File: config.mk
export PLATFORM = sky130hd
export DESIGN_NAME = steer_arbiter
export DESIGN_NICKNAME = d
export VERILOG_FILES = /design/src/rtl/steer_arbiter.sv
export SDC_FILE = /design/constraint.sdc
export NUM_CORES = 1
export LEC_CHECK = 0
export ABC_AREA = 1
export CORE_MARGIN = 1.5
export CORE_UTILIZATION = 55
export CTS_BUF_LIST = sky130_fd_sc_hd__clkbuf_2 sky130_fd_sc_hd__clkbuf_4 sky130_fd_sc_hd__clkbuf_8
export CTS_CLUSTER_SIZE = 25
export DETAILED_ROUTE_END_ITERATION = 12
export PLACE_DENSITY = 0.84
export RECOVER_POWER = 100
export SYNTH_ARGS = -nofsm -noshare
export SYNTH_HDL_FRONTEND = slang
export SYNTH_SLANG_ARGS = --single-unit
File: constraint.sdc
create_clock -name clkus -period 3.3 [get_ports clkus]
set_input_delay 0.66 -clock clkus [delete_from_list [all_inputs] [get_ports clkus]]
set_output_delay 0.66 -clock clkus [all_outputs]
set_load 0.02 [all_outputs]
File: src/rtl/steer_arbiter.sv
// steer_arbiter: fixed-priority steering arbiter with per-position dwell,
// ladder slewing and idle return-to-straight.
// Optional feature macro: STEER_SLEW_EN. When it is defined, the wheels move
// one ladder position per dwell. When it is undefined, they jump straight to
// the target.
module steer_arbiter #(
    parameter int unsigned MIN_HOLD_US     = 20000,
    parameter int unsigned IDLE_TIMEOUT_US = 500000
) (
    input  logic       clkus,
    input  logic       rst,
    input  logic [2:0] req,
    input  logic [2:0] dir_avoid,
    input  logic [2:0] dir_remote,
    input  logic [2:0] dir_track,
    output logic [2:0] direction,
    output logic [2:0] grant,
    output logic       settled
);

    localparam logic [2:0]  Straight  = 3'b000;
    localparam logic [15:0] HoldLoad  = 16'(MIN_HOLD_US - 1);
    localparam logic [19:0] IdleLimit = 20'(IDLE_TIMEOUT_US);

    typedef enum logic {StSettled, StMoving} state_e;

    state_e      state_q, state_d;
    logic [2:0]  dir_q, dir_d;
    logic [2:0]  grant_q, grant_d;
    logic [2:0]  target_q, target_d;
    logic [19:0] idle_q, idle_d;
    logic [15:0] hold_q, hold_d;
    logic [2:0]  step_dir;

    // Illegal codes (010, 100, 110) collapse to straight.
    function automatic logic [2:0] norm_code(input logic [2:0] c);
        case (c)
            3'b001, 3'b011, 3'b101, 3'b111: norm_code = c;
            default:                        norm_code = Straight;
        endcase
    endfunction

`ifdef STEER_SLEW_EN
    // Ladder index: LEFT_BIG=0 ... RIGHT_BIG=4.
    function automatic logic [2:0] ladder_pos(input logic [2:0] c);
        case (c)
            3'b011:  ladder_pos = 3'd0;
            3'b001:  ladder_pos = 3'd1;
            3'b101:  ladder_pos = 3'd3;
            3'b111:  ladder_pos = 3'd4;
            default: ladder_pos = 3'd2;
        endcase
    endfunction

    function automatic logic [2:0] ladder_code(input logic [2:0] p);
        case (p)
            3'd0:    ladder_code = 3'b011;
            3'd1:    ladder_code = 3'b001;
            3'd3:    ladder_code = 3'b101;
            3'd4:    ladder_code = 3'b111;
            default: ladder_code = Straight;
        endcase
    endfunction

    // One ladder position toward the target.
    always_comb begin
        step_dir = dir_q;
        if (ladder_pos(target_q) > ladder_pos(dir_q)) begin
            step_dir = ladder_code(ladder_pos(dir_q) + 3'd1);
        end else if (ladder_pos(target_q) < ladder_pos(dir_q)) begin
            step_dir = ladder_code(ladder_pos(dir_q) - 3'd1);
        end
    end
`else
    // Jump directly to the target.
    always_comb begin
        step_dir = target_q;
    end
`endif

    // Fixed-priority arbitration and the idle return-to-straight timer.
    always_comb begin
        grant_d  = 3'b000;
        target_d = target_q;
        idle_d   = (idle_q == IdleLimit) ? idle_q : idle_q + 20'd1;
        if (req[2]) begin
            grant_d  = 3'b100;
            target_d = norm_code(dir_avoid);
        end else if (req[1]) begin
            grant_d  = 3'b010;
            target_d = norm_code(dir_remote);
        end else if (req[0]) begin
            grant_d  = 3'b001;
            target_d = norm_code(dir_track);
        end
        if (req != 3'b000) begin
            idle_d = '0;
        end else if (idle_d == IdleLimit) begin
            target_d = Straight;
        end
    end

    // Dwell/step FSM: a new position may only be taken once the hold expires.
    always_comb begin
        state_d = state_q;
        dir_d   = dir_q;
        hold_d  = (hold_q == 16'd0) ? 16'd0 : hold_q - 16'd1;
        case (state_q)
            StSettled: begin
                if (target_q != dir_q) begin
                    dir_d   = step_dir;
                    hold_d  = HoldLoad;
                    state_d = StMoving;
                end
            end
            StMoving: begin
                if (hold_q == 16'd0) begin
                    if (target_q != dir_q) begin
                        dir_d  = step_dir;
                        hold_d = HoldLoad;
                    end else begin
                        state_d = StSettled;
                    end
                end
            end
            default: state_d = StSettled;
        endcase
    end

    // State registers; reset snaps the wheels straight with no dwell.
    always_ff @(posedge clkus or negedge rst) begin
        if (!rst) begin
            state_q  <= StSettled;
            dir_q    <= Straight;
            grant_q  <= 3'b000;
            target_q <= Straight;
            idle_q   <= '0;
            hold_q   <= '0;
        end else begin
            state_q  <= state_d;
            dir_q    <= dir_d;
            grant_q  <= grant_d;
            target_q <= target_d;
            idle_q   <= idle_d;
            hold_q   <= hold_d;
        end
    end

    assign direction = dir_q;
    assign grant     = grant_q;
    assign settled   = (state_q == StSettled);

endmodule
Word level (Yosys, flattened, before mapping)
Cells that the tools add are included.
{"block": "word_totals", "out_inout_bits": 7, "elab_cells": 53, "inputBits": 14, "register_bits": 46}
{"block": "op_classes", "bitwise": 1, "n_eq_ne": 16, "n_addsub": 2, "reduce_logical": 5, "mux": 23}
{"cell": "$mux 16", "n": 3}
{"cell": "$eq 20x19->1 const B", "n": 2}
{"cell": "$mux 20", "n": 2}
{"cell": "$mux 3", "n": 11}
{"cell": "$pmux 16 s2", "n": 1}
{"cell": "$add 20x1->20 const B", "n": 1}
{"cell": "$eq 3x3->1 const B", "n": 6}
{"cell": "$logic_not 16->1", "n": 1}
{"cell": "$sub 16x1->16 const B", "n": 1}
{"cell": "$reduce_or 4->1", "n": 3}
{"cell": "$eq 3x1->1 const B", "n": 3}
{"cell": "$eq 3x2->1 const B", "n": 3}
{"cell": "$pmux 3 s2", "n": 1}
{"cell": "$mux 1", "n": 3}
{"cell": "$ne 3x3->1", "n": 1}
{"cell": "$reduce_bool 3->1", "n": 1}
{"cell": "$mux 2", "n": 1}
{"cell": "$ne 2x1->1 const B", "n": 1}
{"cell": "$pmux 1 s2", "n": 1}
{"cell": "$not 1->1", "n": 1}

Logic depth before layout (Yosys ltp)
{"block": "depth", "ltp_word": 8, "mapped_depth": 14, "ltp_nobuf": 14}

Worst setup path before layout
No wires, ideal clock.
{"block": "synth_path", "path_kind": "register -> register", "startpoint": "register idle_q[0]", "endpoint": "register target_q[2], in the netlist step_dir[2]", "n_path_buf": 0, "synth_period_minus_slack_ns": 1.704, "arrival_time_ns": 1.584, "path_slack_ns": 1.596, "stages_incl_launch_ff": 13, "required_time_ns": 3.180, "setup_time_ns": 0.120, "cell_sequence": "dfrtp_1 > ha_1 > nand3_1 > nor2_1 > nand3_1 > nand2_1 > nand2_1 > inv_1 > nand2_1 > nor2_1 > nand3_1 > nor2_2 > nor2_1"}
{"block": "synth_between", "elab_chain_cells": 5, "word_cells_on_any_way": 6, "classes_between": "add/sub (1); eq/ne (2); mux (3)"}
{"element": "from (decl)", "line": "31", "rtl": "logic [19:0] idle_q, idle_d;"}
{"element": "from (signal assigned)", "line": "144", "rtl": "idle_q <= idle_d;"}
{"element": "$add 20x1->20 / $eq 20x19->1 (equally long branches)", "line": "85", "rtl": "idle_d = (idle_q == IdleLimit) ? idle_q : idle_q + 20'd1;"}
{"element": "$mux 20 (*)", "line": "85"}
{"element": "$eq 20x19->1 (*)", "line": "98", "rtl": "end else if (idle_d == IdleLimit) begin"}
{"element": "$mux 3 (*)", "line": "98"}
{"element": "$mux 3 (*)", "line": "96", "rtl": "if (req != 3'b000) begin"}
{"element": "via target_d[2]", "line": "30", "rtl": "logic [2:0] target_q, target_d;"}
{"element": "to (signal assigned)", "line": "136", "rtl": "target_q <= Straight;"}
{"element": "to (signal assigned)", "line": "143", "rtl": "target_q <= target_d;"}
{"element": "to (decl)", "line": "30"}
Mark *: on every way through the listed nets, which the timed path passes. The rest lies on a longest branch.
A chain may end at the register's enable or synchronous reset.

Worst setup path after layout
{"block": "layout_path", "startpoint": "input req[1]", "endpoint": "register idle_q[19]"}
{"block": "layout_between", "elab_chain_cells": 2}
{"element": "from (decl)", "line": "12", "rtl": "input logic [2:0] req,"}
{"element": "$reduce_bool 3->1", "line": "96"}
{"element": "$mux 20", "line": "96"}
{"element": "via idle_d[19]", "line": "31"}
The timed path passes the listed nets, and every way through them passes these cells.

==> out/metrics.csv <==
stage,metric,value,unit
die,die-area,0.00556,sq mm
timing,fin_crit_sh,66.8,%
routing,drt_wl_total,5830,um
die,die_w,74.5,um
setup_path,max_stage_delay,0.57,ns
routing,vias_per_cell,5.10,
routing,drc,0,
clock_network,cts_sinks,46,
synthesis,syn_avg_cell_area,7.24,sq um
clock_network,root_buffer,clkbuf_8,
flow_run,maxCapViolCount,0,
global_route,grt_max_degree,47,
global_route,grt_pass1_wl,10000,um
clock_network,cts_made_buffers,5,
timing,whs,0.530,ns
hold_path,hold_class,primary input to async pin,
setup_path,crit_path_end,idle_q[19],
routing,vias,2457,
timing,layout_setup_ws,1.10,ns
setup_path,critPathSlowestCell,dlygate4sd3_1,
power_and_ir_drop,powerDensity,467,mW/mm^2
finish,postLayoutCellArea,0.00319,sq mm
power_and_ir_drop,power.leakage,1.44,nW
setup_path,rr_startpoint,idle_q[0],
setup_path,cp-startpoint,req[1],
setup_path,critPathLaunchType,primary input,
global_route,grt_pass1_vias,2278,
setup_path,crit_arrival,2.41,ns
synthesis,syn_inst,389,
clock_network,clock_latency,0.30,ns
setup_path,regToRegSetupSlack,1.10,ns
setup_path,end_kind,flip-flop,
setup_path,cp.depth,6,
setup_path,rr_endpoint,step_dir[2],
synthesis,post-synth-top-area-cell,dfrtp_1,
outcome,status,"finished, final reports clean",
die,io_pins,21,
clock_network,postCtsHoldBufs,0,
die,start_util,58.4,%
timing,tightestPinTransition,1.01,ns
placement,place_hpwl,4390,um
timing,fin_tns_setup,0,ns
setup_path,crit_top_cell,nor2_1,
placement,gp_congestion,0.950,
finish,layout_common_cells,"nand2_1, nor2_1, inv_1, dfrtp_1, nand3_1",
synthesis,synthTopCellsByArea,"dfrtp_1, nand2_1, nor2_1",
finish,fin_cells,482,
timing,rsz0062_at_grt,false,
setup_path,crit_fanout,19,
routing,ant_nets,0,
synthesis,synthesis.area,0.00282,sq mm
placement,post_dp_cell_area,0.00309,sq mm
clock_network,cts_resized,0,
timing,skew,0.0113,ns
routing,wl_per_cell,12.1,um
die,rows,25,
finish,nets,432,
placement,port_buffers,20,
clock_network,cts_max_path_buffers,2,
die,die_y,74.5,um
timing,slew_violations,0,
finish,nFillCells,421,
timing,slew_headroom,32.8,%
die,core-area,0.00482,sq mm
clock_network,cts_tree,yes,
setup_path,crit_family,buffers and inverters,
setup_path,worstPathRequired,3.51,ns
timing,final_hold_viol_count,0,
synthesis,synth_nets,407,
setup_path,path_buf_inv,3,
synthesis,ys_seq_area_share,40.9,%
synthesis,ys_ff_latch,46,
setup_path,crit_type,primary input to flip-flop,
global_route,antenna_found_initial,0,
global_route,grt_overflow,0,
finish,diodes,0,
finish,area_delta_synth_final,13.2,%
setup_path,path_cells,"dlygate4sd3_1, nor2_1, inv_1, nor2_1, clkinv_1, a21oi_1",
synthesis,ys_types,33,
setup_path,reg2reg_depth,12,
clock_network,path_clk_slew,0.08,ns
timing,min_period,2.20,ns
placement,pre_cts_ws,0.921,ns
timing,max_freq,454,MHz
routing,drt_pass1_iterations,7,
synthesis,yosys_warnings,0,
clock_network,post_cts_buffers,0,
finish,drive_above_1_share,8.67,%
global_route,grt_use_total,23.7,%
power_and_ir_drop,ir_drop,209,uV
finish,final_common_cell,nand2_1,
placement,dp.cells,474,
clock_network,h-tree-depth,2,
timing,setup-violations-final,0,
synthesis,synth_top_cell_area_share,40.9,%
routing,first_iter_violations,216,
how the worst min path moves through the flow:
stage	cells past startpoint	startpoint	to	slack, ns
2_1_floorplan	0	rst	direction[0]	0.36
3_3_place_gp	2	hold_q[13]	hold_q[13]	0.52
3_5_place_dp	1	direction[1]	direction[1]	0.54
5_1_grt	1	direction[1]	direction[1]	0.58
6_report	1	rst	idle_q[8]	0.53
4_1_cts	1	direction[1]	direction[1]	0.56
registers in the layout, indices dropped and copies added (netlist names):
signal	count
hold_q	16
idle_q	20
step_dir	3
direction	3
state_q	1
grant	3
per-stage QoR:
| step | power (W) | utilization [%] |
|---|---|---|
| finish | 0.00149 | 66.1 |
| CTS | 0.00151 | 66.4 |
| global placement | 0.00105 | 64.1 |
| floorplan | 0.000965 | - |
| global route | 0.00158 | 66.1 |
| detailed placement | 0.00108 | 64.1 |
per-layer routing:
metal	routed length (um)	track usage [%]	vias to the layer above	part of all wire, %
li1	-	-	1257	-
met1	2730	32.5	1127	47
met3	266	4.20	8	4.6
met4	79	6.87	0	1.4
met5	0	0	-	0
met2	2750	38.6	65	47
cell type report:
type                            count  area (sq um)  area share (%)
Multi-Input combinational cell    290          1450            45.5
Sequential cell                    46          1150            36.1
Timing Repair Buffer               20           195            6.13
Inverter                           51           191            6.01
Tap cell                           67          83.8            2.63
Clock buffer                        6          76.3            2.40
Clock inverter                      2          37.5            1.18
cells by family after synthesis:
family	share of synthesized area, %
XOR/XNOR	7.42
buffers and inverters	7.11
flip-flops	40.9
AO/OA/AOI/OAI	2.98
AND/OR/NAND/NOR	38.6
adder cells (fa/ha/maj)	1.78
multiplexers	1.20
worst reg2reg max path, cell delays in order, from the launching register on:
cell     delay (ns)
dfrtp_1        0.51
ha_1           0.34
nand3_1        0.16
nor2_1         0.27
nand3_1        0.12
nand2_1        0.08
nand2_1        0.05
inv_1          0.06
nand2_1        0.06
nor2_1         0.11
nand3_1        0.09
nor2_1         0.19
nor2_1         0.06
synthesized netlist by cell type:
library cell and number:
nand4_1 9, inv_2 1, o21ai_0 6, or2_1 1, nand2_4 1, a21oi_1 3
a2bb2oi_1 1, nor4_1 1, o31ai_1 1, buf_2 1, xnor2_1 10, o22ai_1 1
nand3_2 2, clkinv_1 1, nand2_1 90, nand3_1 24, a31oi_1 1, o21ai_1 2
nor2_2 9, xor2_1 12, nand4_2 1, or2_2 1, nor3_1 6, clkbuf_1 1
mux2_2 3, ha_1 4, dfrtp_1 46, nor3_2 1, nor2_4 3, nor2_1 88
inv_1 49, nand2_2 8, xor2_2 1
where the power goes:
part | total, W | switching, W | internal (W) | leakage (nW)
combinational | 0.000342 | 0.000200 | 0.000142 | 0.792
sequential | 0.000721 | 0.0000723 | 0.000649 | 0.592
clock | 0.000423 | 0.000189 | 0.000234 | 0.0548
total | 0.00149 | 0.000461 | 0.00103 | 1.44
Power figures use the tool's default switching activity.
